<file path="config.mk">
export PLATFORM = sky130hd
export DESIGN_NAME = i3c_fmt_sequencer
export DESIGN_NICKNAME = d
export VERILOG_FILES = /design/src/rtl/i3c_fmt_sequencer.sv
export SDC_FILE = /design/constraint.sdc
export NUM_CORES = 1
export LEC_CHECK = 0
export ABC_AREA = 1
export ABC_CLOCK_PERIOD_IN_PS = 2100
export CAP_MARGIN = 20
export CORE_ASPECT_RATIO = 1.75
export CORE_MARGIN = 3
export CORE_UTILIZATION = 53
export CTS_CLUSTER_SIZE = 25
export DETAILED_ROUTE_END_ITERATION = 7
export GPL_TIMING_DRIVEN = 0
export PLACE_DENSITY = 0.81
export SKIP_LAST_GASP = 1
export SYNTH_ARGS = -nofsm -noshare
export SYNTH_HDL_FRONTEND = slang
export SYNTH_SLANG_ARGS = --single-unit
</file>
<file path="constraint.sdc">
create_clock -name clk_i -period 2.1 [get_ports clk_i]
set_clock_uncertainty 0.2 [all_clocks]
set_input_delay 0.42 -clock clk_i [delete_from_list [all_inputs] [get_ports clk_i]]
set_output_delay 0.42 -clock clk_i [all_outputs]
set_load 0.1 [all_outputs]
</file>
<file path="src/rtl/i3c_fmt_sequencer.sv">
// I3C format sequencer: turns a command plus write-byte stream into
// host fmt_fifo entries, then waits for bus idle and reports status.
module i3c_fmt_sequencer #(
  parameter logic [15:0] IdleTimeoutCycles = 16'hFFFF
) (
  input  logic       clk_i,
  input  logic       rst_i,
  input  logic       cmd_valid_i,
  output logic       cmd_ready_o,
  input  logic [6:0] cmd_addr_i,
  input  logic       cmd_rnw_i,
  input  logic [7:0] cmd_len_i,
  input  logic       txd_valid_i,
  output logic       txd_ready_o,
  input  logic [7:0] txd_data_i,
  output logic       fmt_valid_o,
  input  logic       fmt_ready_i,
  output logic [7:0] fmt_byte_o,
  output logic       fmt_start_o,
  output logic       fmt_stop_o,
  output logic       fmt_readb_o,
  output logic       fmt_rcont_o,
  output logic       fmt_nakok_o,
  input  logic       host_idle_i,
  input  logic       event_nak_i,
  output logic       nak_pending_o,
  output logic       rsp_valid_o,
  input  logic       rsp_ready_i,
  output logic [1:0] rsp_status_o,
  output logic       busy_o
);

  typedef enum logic [2:0] {
    S_IDLE,
    S_ADDR,
    S_WR,
    S_RD,
    S_DRAIN,
    S_WAIT,
    S_RESP
  } state_t;

  localparam logic [1:0] StOk      = 2'b00;
  localparam logic [1:0] StNak     = 2'b01;
  localparam logic [1:0] StTimeout = 2'b10;
  localparam logic [1:0] StIllegal = 2'b11;

  // Timeout fires in the cycle whose counter completes the budget.
  localparam logic [15:0] TmoLast = IdleTimeoutCycles - 16'd1;

  state_t      state_q, state_d;
  logic [6:0]  addr_q, addr_d;
  logic        rnw_q, rnw_d;
  logic [7:0]  len_q, len_d;
  logic [7:0]  rem_q, rem_d;
  logic [15:0] cnt_q, cnt_d;
  logic        nak_q, nak_d;
  logic [1:0]  status_q, status_d;

  logic        nak_hit;
  logic        nak_now;
  logic        xfer;
  logic [7:0]  rem_nx;
  logic        cmd_ready_c;
  logic        txd_ready_c;
  logic        rsp_valid_c;
  logic        fv;
  logic [7:0]  fb;
  logic        fs;
  logic        fp;
  logic        frb;

  always_comb begin
    state_d     = state_q;
    addr_d      = addr_q;
    rnw_d       = rnw_q;
    len_d       = len_q;
    rem_d       = rem_q;
    cnt_d       = 16'd0;
    status_d    = status_q;
    cmd_ready_c = 1'b0;
    txd_ready_c = 1'b0;
    rsp_valid_c = 1'b0;
    fv          = 1'b0;
    fb          = 8'h00;
    fs          = 1'b0;
    fp          = 1'b0;
    frb         = 1'b0;
    xfer        = 1'b0;
    rem_nx      = rem_q;
    nak_hit     = event_nak_i &&
                  (state_q == S_ADDR || state_q == S_WR ||
                   state_q == S_RD   || state_q == S_WAIT);
    nak_now     = nak_q | nak_hit;
    nak_d       = nak_now;

    unique case (state_q)
      S_IDLE: begin
        cmd_ready_c = 1'b1;
        if (cmd_valid_i) begin
          addr_d = cmd_addr_i;
          rnw_d  = cmd_rnw_i;
          len_d  = cmd_len_i;
          rem_d  = cmd_len_i;
          if (cmd_len_i == 8'd0) begin
            status_d = StIllegal;
            state_d  = S_RESP;
          end else begin
            state_d  = S_ADDR;
          end
        end
      end

      S_ADDR: begin
        fv = !nak_q;
        fb = {addr_q, rnw_q};
        fs = 1'b1;
        // A NAKed write still has its whole payload queued upstream.
        if (nak_hit) begin
          state_d = rnw_q ? S_WAIT : S_DRAIN;
        end else if (fv && fmt_ready_i) begin
          state_d = rnw_q ? S_RD : S_WR;
        end
      end

      S_WR: begin
        fv          = txd_valid_i && !nak_q;
        fb          = txd_data_i;
        fp          = (rem_q == 8'd1);
        txd_ready_c = fmt_ready_i && !nak_q;
        xfer        = fv && fmt_ready_i;
        rem_nx      = rem_q - {7'd0, xfer};
        rem_d       = rem_nx;
        if (nak_hit) begin
          state_d = (rem_nx != 8'd0) ? S_DRAIN : S_WAIT;
        end else if (xfer && rem_q == 8'd1) begin
          state_d = S_WAIT;
        end
      end

      S_RD: begin
        fv  = !nak_q;
        fb  = len_q;
        frb = 1'b1;
        fp  = 1'b1;
        if (nak_hit || (fv && fmt_ready_i)) begin
          state_d = S_WAIT;
        end
      end

      S_DRAIN: begin
        txd_ready_c = 1'b1;
        if (rem_q == 8'd0) begin
          state_d = S_WAIT;
        end else if (txd_valid_i) begin
          rem_d = rem_q - 8'd1;
          if (rem_q == 8'd1) begin
            state_d = S_WAIT;
          end
        end
      end

      S_WAIT: begin
        cnt_d = cnt_q + 16'd1;
        // The host still looks idle in the entry cycle; skip it.
        if (cnt_q != 16'd0 && host_idle_i) begin
          state_d  = S_RESP;
          status_d = nak_now ? StNak : StOk;
        end else if (cnt_q == TmoLast) begin
          state_d  = S_RESP;
          status_d = nak_now ? StNak : StTimeout;
        end
      end

      S_RESP: begin
        rsp_valid_c = 1'b1;
        if (rsp_ready_i) begin
          nak_d   = 1'b0;
          state_d = S_IDLE;
        end
      end

      default: begin
        state_d = S_IDLE;
      end
    endcase
  end

  always_ff @(posedge clk_i) begin
    if (rst_i) begin
      state_q  <= S_IDLE;
      addr_q   <= 7'd0;
      rnw_q    <= 1'b0;
      len_q    <= 8'd0;
      rem_q    <= 8'd0;
      cnt_q    <= 16'd0;
      nak_q    <= 1'b0;
      status_q <= StOk;
    end else begin
      state_q  <= state_d;
      addr_q   <= addr_d;
      rnw_q    <= rnw_d;
      len_q    <= len_d;
      rem_q    <= rem_d;
      cnt_q    <= cnt_d;
      nak_q    <= nak_d;
      status_q <= status_d;
    end
  end

  logic run;
  logic fv_o;

  assign run           = ~rst_i;
  assign fv_o          = fv & run;
  assign cmd_ready_o   = cmd_ready_c & run;
  assign txd_ready_o   = txd_ready_c & run;
  assign fmt_valid_o   = fv_o;
  assign fmt_byte_o    = fv_o ? fb : 8'h00;
  assign fmt_start_o   = fs & fv_o;
  assign fmt_stop_o    = fp & fv_o;
  assign fmt_readb_o   = frb & fv_o;
  assign fmt_rcont_o   = 1'b0;
  assign fmt_nakok_o   = 1'b0;
  assign nak_pending_o = nak_q & run;
  assign rsp_valid_o   = rsp_valid_c & run;
  assign rsp_status_o  = (rsp_valid_c & run) ? status_q : 2'b00;
  assign busy_o        = (state_q != S_IDLE) & run;

endmodule
</file>
# After elaboration in Yosys (flattened, before gate mapping)
# Index checks and enable logic that the tools add are counted.
word_totals:
  reg_bits: 46
  in_bits: 32
  wordCells: 107
classes:
  addsub: 3
  eq_ne: 19
  n_mux: 40
  bitwise: 12
  n_reduce_logical: 25
ops:
  columns: ["op", "n"]
  rows:
  - ["$pmux W8 S3", 2]
  - ["$mux W3", 13]
  - ["$mux W8", 4]
  - ["$pmux W3 S7", 1]
  - ["$add A16 B1 Y16 const B", 1]
  - ["$eq A16 B16 Y1 const B", 1]
  - ["$logic_not A8 Y1", 2]
  - ["$reduce_bool A16 Y1", 1]
  - ["$mux W2", 6]
  - ["$mux W1", 10]
  - ["$ne A2 B2 Y1 const B", 5]
  - ["$and A1 B1 Y1", 9]
  - ["$eq A3 B3 Y1 const B", 3]
  - ["$eq A8 B1 Y1 const B", 1]
  - ["$reduce_and A4 Y1", 2]
  - ["$reduce_and A8 Y1", 1]
  - ["$reduce_bool A8 Y1", 1]
  - ["$sub A8 B1 Y8", 1]
  - ["$sub A8 B1 Y8 const B", 1]
  - ["$eq A3 B2 Y1 const B", 2]
  - ["$logic_and A1 B1 Y1", 6]
  - ["$ne A3 B2 Y1 const B", 2]
  - ["$ne A3 B3 Y1 const B", 2]
  - ["$pmux W1 S2", 3]
  - ["13 further kinds", 19]

# Logic depth before layout (Yosys ltp)
# Gate-level depths: netlist (run 1).
depth:
  depth_word: 10
  depth_mapped: 16

# Worst setup path after synthesis (run 1)
# No wires, ideal clock.
synth_path:
  path_kind: "register to output"
  startpoint: "register state_q[2]"
  endpoint: "output port rsp_status_o[0]"
  arrival_ps: 3494
  required_ps: 1480
  path_slack_ps: -2014
  path_stages_with_launch: 8
  path_buffers: 1
  cell_sequence: "dfxtp_1 -> buf_2 -> nand2_1 -> nor2_1 -> inv_1 -> nor2_1 -> inv_1 -> nor2_1"
synth_between:
  elab_chain_cells: 4
synth_lines:
  columns: ["element", "line_no", "source"]
  rows:
  - ["from (decl)", "51", "state_t state_q, state_d;"]
  - ["from (signal assigned)", "200", "state_q <= state_d;"]
  - ["$eq A3 B3 Y1", "97", "unique case (state_q)"]
  - ["$mux W1", "97", null]
  - ["$and A1 B1 Y1", null, null]
  - ["named net rsp_valid_o", "27", "output logic rsp_valid_o,"]
  - ["$mux W2", "227", "assign rsp_status_o = (rsp_valid_c & run) ? status_q : 2'b00;"]
  - ["to (decl)", "29", "output logic [1:0] rsp_status_o,"]
# The timed path passes the listed nets, and every way through them passes these cells.

# Worst setup path after layout (run 1)
layout_path:
  startpoint: "register state_q[1]"
  endpoint: "output port fmt_byte_o[0]"
layout_between:
  elab_chain_cells: 5
  elab_cells_between_ends: 8
  cone_classes: "eq/ne: 3; mux: 3; bitwise: 1; reduce/logical: 1"
layout_lines:
  columns: ["element", "line_no", "source"]
  rows:
  - ["$eq A3 B1 Y1 or $eq A3 B2 Y1 (tied branches)", "97", null]
  - ["$reduce_or A2 Y1 (no source line)", null, null]
  - ["$pmux W1 S2", "97", null]
  - ["$and A1 B1 Y1", "215", "assign fv_o = fv & run;"]
  - ["$mux W8 (*)", "219", "assign fmt_byte_o = fv_o ? fb : 8'h00;"]
  - ["to (decl)", "18", "output logic [7:0] fmt_byte_o,"]
# Every way passes the cells marked *; elsewhere a longest branch is shown, timed or not.

==> results of run 1 <==
==> power by group <==
part           leakage (uW)  total, uW  switching [uW]  internal (uW)
sequential         0.000380       1290             230           1060
combinational       0.00137       3200            2010           1190
clock             0.0000373        547             318            229
==> registers in the layout, summed over array words and instances (netlist names) <==
register,flops
cnt_q,16
len_q,8
rem_q,8
addr_q,7
state_q,3
status_q,2
nak_q,1
rnw_q,1
==> layout make-up <==
type	count	area (um^2)
Timing Repair Buffer	93	1050
Multi-Input combinational cell	318	1960
Clock inverter	1	7.51
Clock buffer	6	72.6
Sequential cell	46	937
Buffer	12	106
Inverter	70	315
Fill cell	252	597
Tap cell	54	67.6
==> synthesized netlist by cell type, types with 2 or more instances <==
cell type / instances / area (um^2)
a21oi_1: 44 / 220
buf_2: 5 / 25.0
nand4_1: 9 / 56.3
o221ai_1: 3 / 26.3
a31oi_1: 2 / 12.5
a221oi_1: 2 / 17.5
xor2_1: 4 / 35.0
o22ai_1: 2 / 12.5
o21ai_0: 33 / 165
clkbuf_1: 4 / 15.0
nor2_2: 5 / 31.3
nand2_2: 3 / 18.8
nand3_1: 27 / 135
nor3_1: 7 / 35.0
a211oi_1: 4 / 30.0
ha_1: 8 / 100
buf_4: 2 / 15.0
nand3_2: 2 / 20.0
nand2_1: 89 / 334
xnor2_1: 2 / 17.5
inv_2: 2 / 7.51
inv_1: 68 / 255
nor2_1: 54 / 203
a22oi_1: 4 / 30.0
dfxtp_1: 46 / 921
==> cells by family after synthesis <==
kind of cell / share of synthesized area [%]
AOI/OAI and AO/OA: 19.3
adders and majority gates: 3.50
buffers and inverters: 11.6
other: 0.131
and+or+nand+nor: 31.4
xor gates and xnor gates: 1.84
DFF: 32.2
==> per-stage QoR <==
step	std cells	setup slack [ns]	area [um^2]	power (uW)	setup TNS, ns
floorplan	447	-0.468	3070	2830	-4.94
global placement	550	-1.40	3630	3270	-28.68
detailed placement	550	-1.40	3630	3320	-28.60
CTS	585	-0.233	4210	4260	-2.55
global route	600	-0.600	4510	5270	-9.57
finish	600	-0.508	4510	5040	-6.38
==> what timing repair did <==
item                       in CTS  in global routing
pin swaps                      21                 15
setup buffers                  28                 15
gates resized for setup       214                 57
setup endpoints to repair      26                 43
gates cloned                    1                  0
hold endpoints to repair        0                  0
==> routing by layer <==
layer / vias to the layer above / part of all wire [%]
met4: 2 / 11
met3: 157 / 10
met5: - / 0.22
met1: 1767 / 29
met2: 366 / 49
li1: 1657 / -
==> placed cells by master, fill, tap and decap left out, types with 7 or more instances in the layout <==
cell / instances
inv_2: 8
nand2_2: 9
nand4_1: 9
nand3_1: 26
nand2_1: 78
nor2_1: 33
inv_1: 48
a21oi_1: 42
clkdlybuf4s50_1: 27
clkinvlp_4: 7
buf_12: 19
dfxtp_1: 39
buf_6: 13
buf_4: 38
o21ai_0: 25
nor2_4: 20
nor3_1: 7
nor2_2: 7
==> how the worst max path moves through the flow <==
stage,cells past startpoint,end,slack [ns],from
2_1_floorplan,8,fmt_byte_o[1],-0.47,state_q[2]$_SDFFE_PP0P_
3_3_place_gp,8,fmt_byte_o[0],-1.40,rst_i
3_5_place_dp,8,fmt_byte_o[7],-1.40,rst_i
4_1_cts,10,fmt_byte_o[4],-0.23,state_q[1]$_SDFFE_PP0P_
5_1_grt,9,fmt_byte_o[0],-0.60,state_q[1]$_SDFFE_PP0P_
6_report,9,fmt_byte_o[0],-0.51,state_q[1]$_SDFFE_PP0P_
==> critical path: cells and delay by family (launching register included) <==
kind | cells | cell delay, ns
buffers and inverters | 5 | 0.51
AOI/OAI and AO/OA | 2 | 0.45
DFF | 1 | 0.38
and+or+nand+nor | 2 | 0.33
==> metrics.md, run 1 <==
| Metric | Value |
|---|---|
| Gate Count Post-Synth | 446 |
| DRC | 0 |
| Pwr dens | 1120 nW/um^2 |
| R2R Path End | state_q[0]$_SDFFE_PP0P_ |
| Async SR Flop Fraction | 0% |
| M1 GR Usage | 33.6% |
| Cell Chain, Critical Path | inv_6 > nor2_4 > inv_4 > nor2_4 > inv_2 > o2bb2ai_2 > o21ai_4 > inv_8 > buf_12 |
| Endpoints failing setup | 27 |
| Post-synth cell types | 40 |
| Worst r2r src | nak_q$_SDFF_PP0_ |
| Final HPWL DP | 6600 um |
| Fin Hold WS | 0.264 ns |
| Yosys warns | 0 |
| Worst vdd ir | 0.683 mV |
| Synth Flop Type | dfxtp_1 |
| Worst-skew pair later-pin latency | 0.31 ns |
| Vias per cell | 6.58 |
| PnR worst setup slack | -0.508 ns |
| Seq/Total Area, Yosys | 32.2% |
| H-tree depth | 2 |
| RSZ-0062 raised after global routing | yes |
| DRT iter0 DRCs | 542 |
| Met2 Usage GRT | 60.9% |
| Crit path max fanout | 6 |
| Reg2reg path depth | 14 |
| Max incr delay on CP | 0.38 ns |
| Cell leakage power | 0.00178 uW |
| Run status | finished, violations left |
| Nets | 586 |
| Hold/Removal Path Class | flip-flop to flip-flop |
| Initial antenna violation count | 0 |
| Tmin final | 2.61 ns |
| Initial Util | 56.1% |
| Worst hold path startpoint | cnt_q[0]$_SDFF_PP0_ |
| Vias in the first global route | 3,569 |
| Via count | 3,949 |
| Hold path depth | 1 |
| Yosys reg bits | 46 |
| Routed wire length | 13,500 um |
| Post-Syn Area per Cell | 6.42 um^2 |
| Critical Path AT | 1.99 ns |
| Diode count | 0 |
| CTS max path bufs | 2 |
| Total grt overflow | 0 |
| Die height | 103 um |
| Post-route clock period utilization | 124% |
| Setup crit start kind | flip-flop |
| Failing checks | setup timing |
| Core area | 5100 um^2 |
| Core Rows | 34 |
| CTS Hold Bufs | 0 |
| Final ANT Viol Nets | 0 |
| Worst R2R Setup Slack | -0.26 ns |
| Max_cap viols | 0 |
| Global routing usage on met3 | 7.08% |
| Gp weighted congestion | 0.905 |
| Maximum clock frequency | 0.384 GHz |
| Area Overhead vs Synth | 57.5% |
| Die area | 6350 um^2 |
| Critical path class | flip-flop to primary output |
| Crit end category | primary output |
| CTS tree | built |
| Clk pin slew, worst setup/hold paths | 0.08 ns |
| First-pass GRT wire length | 16,300 um |
| DIE WIDTH | 61.5 um |
| Detailed Routing Iterations Pass 1 | 6 |
| Number of synthesized flops with an enable pin | 0 |
| WL/cell | 22.4 um |
| CTS sink count | 46 |
| Busiest layer in global routing | met2 |
| WP data required | 1.48 ns |
| Share of cells above drive strength 1 | 31.7% |
| Worst path slowest cell | dfxtp_4 |
| Num ports | 53 |
| Number of CTS-inserted buffers | 5 |
| Most used cell, CP | nor2_4 |
| Root Buffer | clkbuf_8 |
| Port Buffers | 49 |
| WHS Endpoint | cnt_q[0]$_SDFF_PP0_ |
| Global Route Usage Sum | 34.2% |
| Fin. Hold Viols | 0 |
| Worst Max-Slew Pin Slew | 0.526 ns |
| Utilization after layout | 88.3% |
| Cell Area, Synth | 2860 um^2 |
| Slew headroom | 64.9% |
| Count of pins over their slew limit | 0 |
| Largest net degree at the start of global routing | 14 |
Power figures use the tool's default switching activity.
==> run 2, diff against run 1 <==
--- a/config.mk
+++ b/config.mk
@@ -6,14 +6,14 @@
 export NUM_CORES = 1
 export LEC_CHECK = 0
-export ABC_AREA = 1
+export ABC_AREA = 0
 export ABC_CLOCK_PERIOD_IN_PS = 2100
 export CAP_MARGIN = 20
 export CORE_ASPECT_RATIO = 1.75
 export CORE_MARGIN = 3
-export CORE_UTILIZATION = 53
+export CORE_UTILIZATION = 52
 export CTS_CLUSTER_SIZE = 25
 export DETAILED_ROUTE_END_ITERATION = 7
 export GPL_TIMING_DRIVEN = 0
-export PLACE_DENSITY = 0.81
+export PLACE_DENSITY = 0.8
 export SKIP_LAST_GASP = 1
 export SYNTH_ARGS = -nofsm -noshare
--- a/constraint.sdc
+++ b/constraint.sdc
@@ -3,3 +3,3 @@
 set_input_delay 0.42 -clock clk_i [delete_from_list [all_inputs] [get_ports clk_i]]
 set_output_delay 0.42 -clock clk_i [all_outputs]
-set_load 0.1 [all_outputs]
+set_load 0.05 [all_outputs]
==> run 2 against run 1 <==
  * The flow still finishes with violations (setup timing)
  * Sequential share of layout area grew 0.56 points
  * First-iteration DRC count fell by 41%
  * Routed wire length is 18% lower
  * Die area fell by 0.11%
  * Final area fell by 2.7%
  * Clock power up 9.1%
  * Global-route usage shrank 2.5 points
  * Critical endpoint is now fmt_byte_o[6]
  * Non-clock buffer count is 1 lower
  * Flip-flop and latch count is the same
==> metrics.md, run 2 <==
| Metric | Value |
|---|---|
| Failing checks | setup timing |
| Largest registers | cnt_q x16, len_q x8, rem_q x8 |
| Crit end category | primary output |
| Worst-skew pair later-pin latency | 0.31 ns (about the same) |
| R2R Path End | state_q[0]$_SDFFE_PP0P_ |
| Hold/Removal Path Class | flip-flop to flip-flop |
| Worst path slowest cell | or4_4 |
| Port Buffers | 50 (+2.0%) |
| Worst Max-Slew Pin Slew | 0.570 ns (+0.0436 ns) |
| CTS tree | built |
| Most used cell, CP | buf_8 |
| Worst hold path startpoint | cnt_q[0]$_SDFF_PP0_ |
| Commonest cells after routing, fill and taps aside | 46 x nand2_1, 38 x dfxtp_1, 29 x a21oi_1, 27 x nor2_1, 26 x buf_4 |
| Count of pins over their slew limit | 0 (unchanged) |
| Cell Chain, Critical Path | buf_8 > or4_4 > clkbuf_16 > o21ai_4 > buf_8 |
| Fin cells | 510 (-15%) |
| Hold path depth | 1 (unchanged) |
| Critical Path AT | 1.89 ns (-0.10 ns) |
| Tmin final | 2.51 ns (-0.0930 ns) |
| WL/cell | 21.7 um (-3.2%) |
| Yosys warns | 0 (unchanged) |
| Async SR Flop Fraction | 0% (unchanged) |
| Post-route clock period utilization | 120% (-4.4 points) |
| Initial Util | 54.9% (-1.1 points) |
| Pwr dens | 1060 nW/um^2 (-5.3%) |
| Core Rows | 34 (unchanged) |
| Run status | finished, violations left |
| Num ports | 53 (unchanged) |
| Die area | 6340 um^2 (-0.11%) |
| Via count | 3,387 (-14%) |
| Fin Setup TNS | -5.02 ns (+1.36 ns) |
| Largest net degree at the start of global routing | 15 (+1) |
| Vias per cell | 6.64 (+0.90%) |
| Synth area leader | dfxtp_1 |
| Initial antenna violation count | 0 (unchanged) |
| First-pass GRT wire length | 15,100 um (-7.3%) |
| Root Buffer | clkbuf_8 |
| Global Route Usage Sum | 31.8% (-2.5 points) |
| PnR worst setup slack | -0.415 ns (+0.0930 ns) |
| Diode count | 0 (unchanged) |
| Core area | 5100 um^2 (unchanged) |
| Top cells by area, synth | dfxtp_1 33%, nand2_1 6.3%, a21oi_1 6.1% |
| Cell Area, Synth | 2800 um^2 (-2.0%) |
| Gp weighted congestion | 0.953 (+5.3%) |
| DRC | 0 (unchanged) |
| Crit path max fanout | 6 (unchanged) |
| Maximum clock frequency | 0.398 GHz (+3.7%) |
| Critical path class | flip-flop to primary output |
| Total grt overflow | 0 (unchanged) |
| Post-Syn Area per Cell | 7.70 um^2 (+20%) |
| Largest register FFs | 16 (unchanged) |
| Area Overhead vs Synth | 56.4% |
| Synth top cells by count | 47 x nand2_1, 46 x dfxtp_1, 37 x nor2_1 |
| Clk pin slew, worst setup/hold paths | 0.09 ns (about the same) |
| Number of synthesized flops with an enable pin | 0 (unchanged) |
| Most flops, register | cnt_q |
| Cell leakage power | 0.00160 uW (-10%) |
| Slew headroom | 62.0% (-2.9 points) |
| Synth Flop Type | dfxtp_1 |
| Setup crit start kind | flip-flop |
| CTS max path bufs | 2 (unchanged) |
| Yosys reg bits | 46 (unchanged) |
| Post-synth cell types | 56 (+40%) |
| Seq/Total Area, Yosys | 32.8% (+0.66 points) |
| Top-area cell type share of the netlist area | 32.8% (+0.66 points) |
| Max incr delay on CP | 0.59 ns (+0.21 ns) |
| Placed insts | 469 (-15%) |
| WHS Endpoint | cnt_q[0]$_SDFF_PP0_ |
| Die height | 103 um (about the same) |
| Final HPWL DP | 7010 um (+6.2%) |
| Vias in the first global route | 3,128 (-12%) |
| Detailed Routing Iterations Pass 1 | 6 (unchanged) |
| Most common cell after layout, fill and taps aside | nand2_1 |
| CTS sink count | 46 (unchanged) |
| Endpoints failing setup | 24 (-11%) |
| FILL cells | 300 (+19%) |
| Final ANT Viol Nets | 0 (unchanged) |
| Worst r2r src | nak_q$_SDFF_PP0_ |
| RSZ-0062 raised after global routing | yes |
| DRT iter0 DRCs | 321 (-41%) |
| Nets | 495 (-16%) |
| Worst R2R Setup Slack | -0.38 ns (-0.12 ns) |
| DIE WIDTH | 61.5 um (about the same) |
| Share of cells above drive strength 1 | 38.2% (+6.5 points) |
| WP data required | 1.48 ns (about the same) |
| Tot Pwr | 4640 uW (-7.9%) |
| Max_cap viols | 0 (unchanged) |
| Routed wire length | 11,100 um (-18%) |
| Number of CTS-inserted buffers | 5 (unchanged) |
| Worst vdd ir | 0.618 mV (-9.6%) |
| Fin. Hold Viols | 0 (unchanged) |
| H-tree depth | 2 (unchanged) |
| Reg2reg path depth | 8 (-6) |
| Gate Count Post-Synth | 364 (-18%) |
| Most common cell in the synthesized netlist | nand2_1 |
## run 2: cell count changes after synthesis, sizes merged, moves of 9 or more
| cell | before | now |
|---|---|---|
| o21ai | 34 | 15 |
| nor4 | 0 | 9 |
| nand3 | 30 | 11 |
| inv | 70 | 12 |
| nand2 | 92 | 47 |
| a21oi | 45 | 34 |
| nor2 | 60 | 37 |
## run 2: timing repair
| item | in CTS | in global routing |
|---|---|---|
| setup buffers | 16 | 16 |
| hold buffers | 0 | 0 |
| pin swaps | 20 | 26 |
| endpoints found under the setup margin | 30 | 41 |
| gates cloned | 1 | 1 |
| resized for setup | 189 | 74 |
## run 2: where the power goes
part | switching, uW | total [uW] | internal (uW)
Combinational | 1670 | 2880 | 1210
Clock | 325 | 597 | 273
Sequential | 138 | 1160 | 1030
Total | 2130 | 4640 | 2500
## run 2: layout make-up
| class | count | area [um^2] | share of cell area (%) |
|---|---|---|---|
| timing repair buffer | 83 | 843 | 19.2 |
| sequential | 46 | 936 | 21.3 |
| multi-input combinational | 286 | 2180 | 49.8 |
| clock buffer | 7 | 86.3 | 1.97 |
| clock inverter | 1 | 8.76 | 0.200 |
| buffer | 21 | 206 | 4.71 |
| tap | 54 | 67.6 | 1.54 |
| inverter | 12 | 53.8 | 1.23 |
## run 2: worst max-delay path by stage
stage | startpoint | end | slack, ns | depth (start not counted)
global placement | rst_i | cmd_ready_o | -1.29 | 5
CTS | state_q[0]$_SDFFE_PP0P_ | fmt_byte_o[5] | -0.43 | 7
floorplan | state_q[1]$_SDFFE_PP0P_ | fmt_byte_o[5] | -0.22 | 6
global route | nak_q$_SDFF_PP0_ | state_q[0]$_SDFFE_PP0P_ | -0.45 | 8
detailed placement | rst_i | cmd_ready_o | -1.29 | 5
finish | state_q[2]$_SDFFE_PP0P_ | fmt_byte_o[6] | -0.41 | 5
## run 2: kinds of logic (layout without fill, tap and decap cells)
group | after synthesis | after routing | share of synthesized area, %
xor+xnor | 14 | 14 | 4.37
simple gates | 157 | 158 | 28.3
buf+inv | 34 | 124 | 5.76
mux | 7 | 7 | 2.81
other cells | 1 | 2 | 0.134
fa+ha+maj | 8 | 8 | 3.57
flops | 46 | 46 | 32.8
compound gates | 97 | 97 | 22.2
## run 2: critical path: cells and delay by family, from the launching register on
family	cells	cell delay, ns
buf+inv	3	0.50
compound gates	1	0.15
simple gates	1	0.59
flops	1	0.34
## run 2: stage by stage
stage	hold WS, ns	util [%]	cell area [um^2]	setup slack, ns
2_1_floorplan	0.233	-	3010	-0.224
3_3_place_gp	0.240	70.2	3580	-1.29
3_5_place_dp	0.247	70.2	3580	-1.29
4_1_cts	0.260	78.2	3990	-0.428
5_1_grt	0.276	85.9	4380	-0.454
6_report	0.247	85.9	4380	-0.415
## run 2: routing by layer
layer  part of all wire [%]  global-route usage, %  routed length (um)
met1                     34                   33.4                3710
met4                    7.4                   13.9                 816
met2                     52                   58.9                5760
met3                    7.0                   5.14                 774
met5                      0                      0                   0
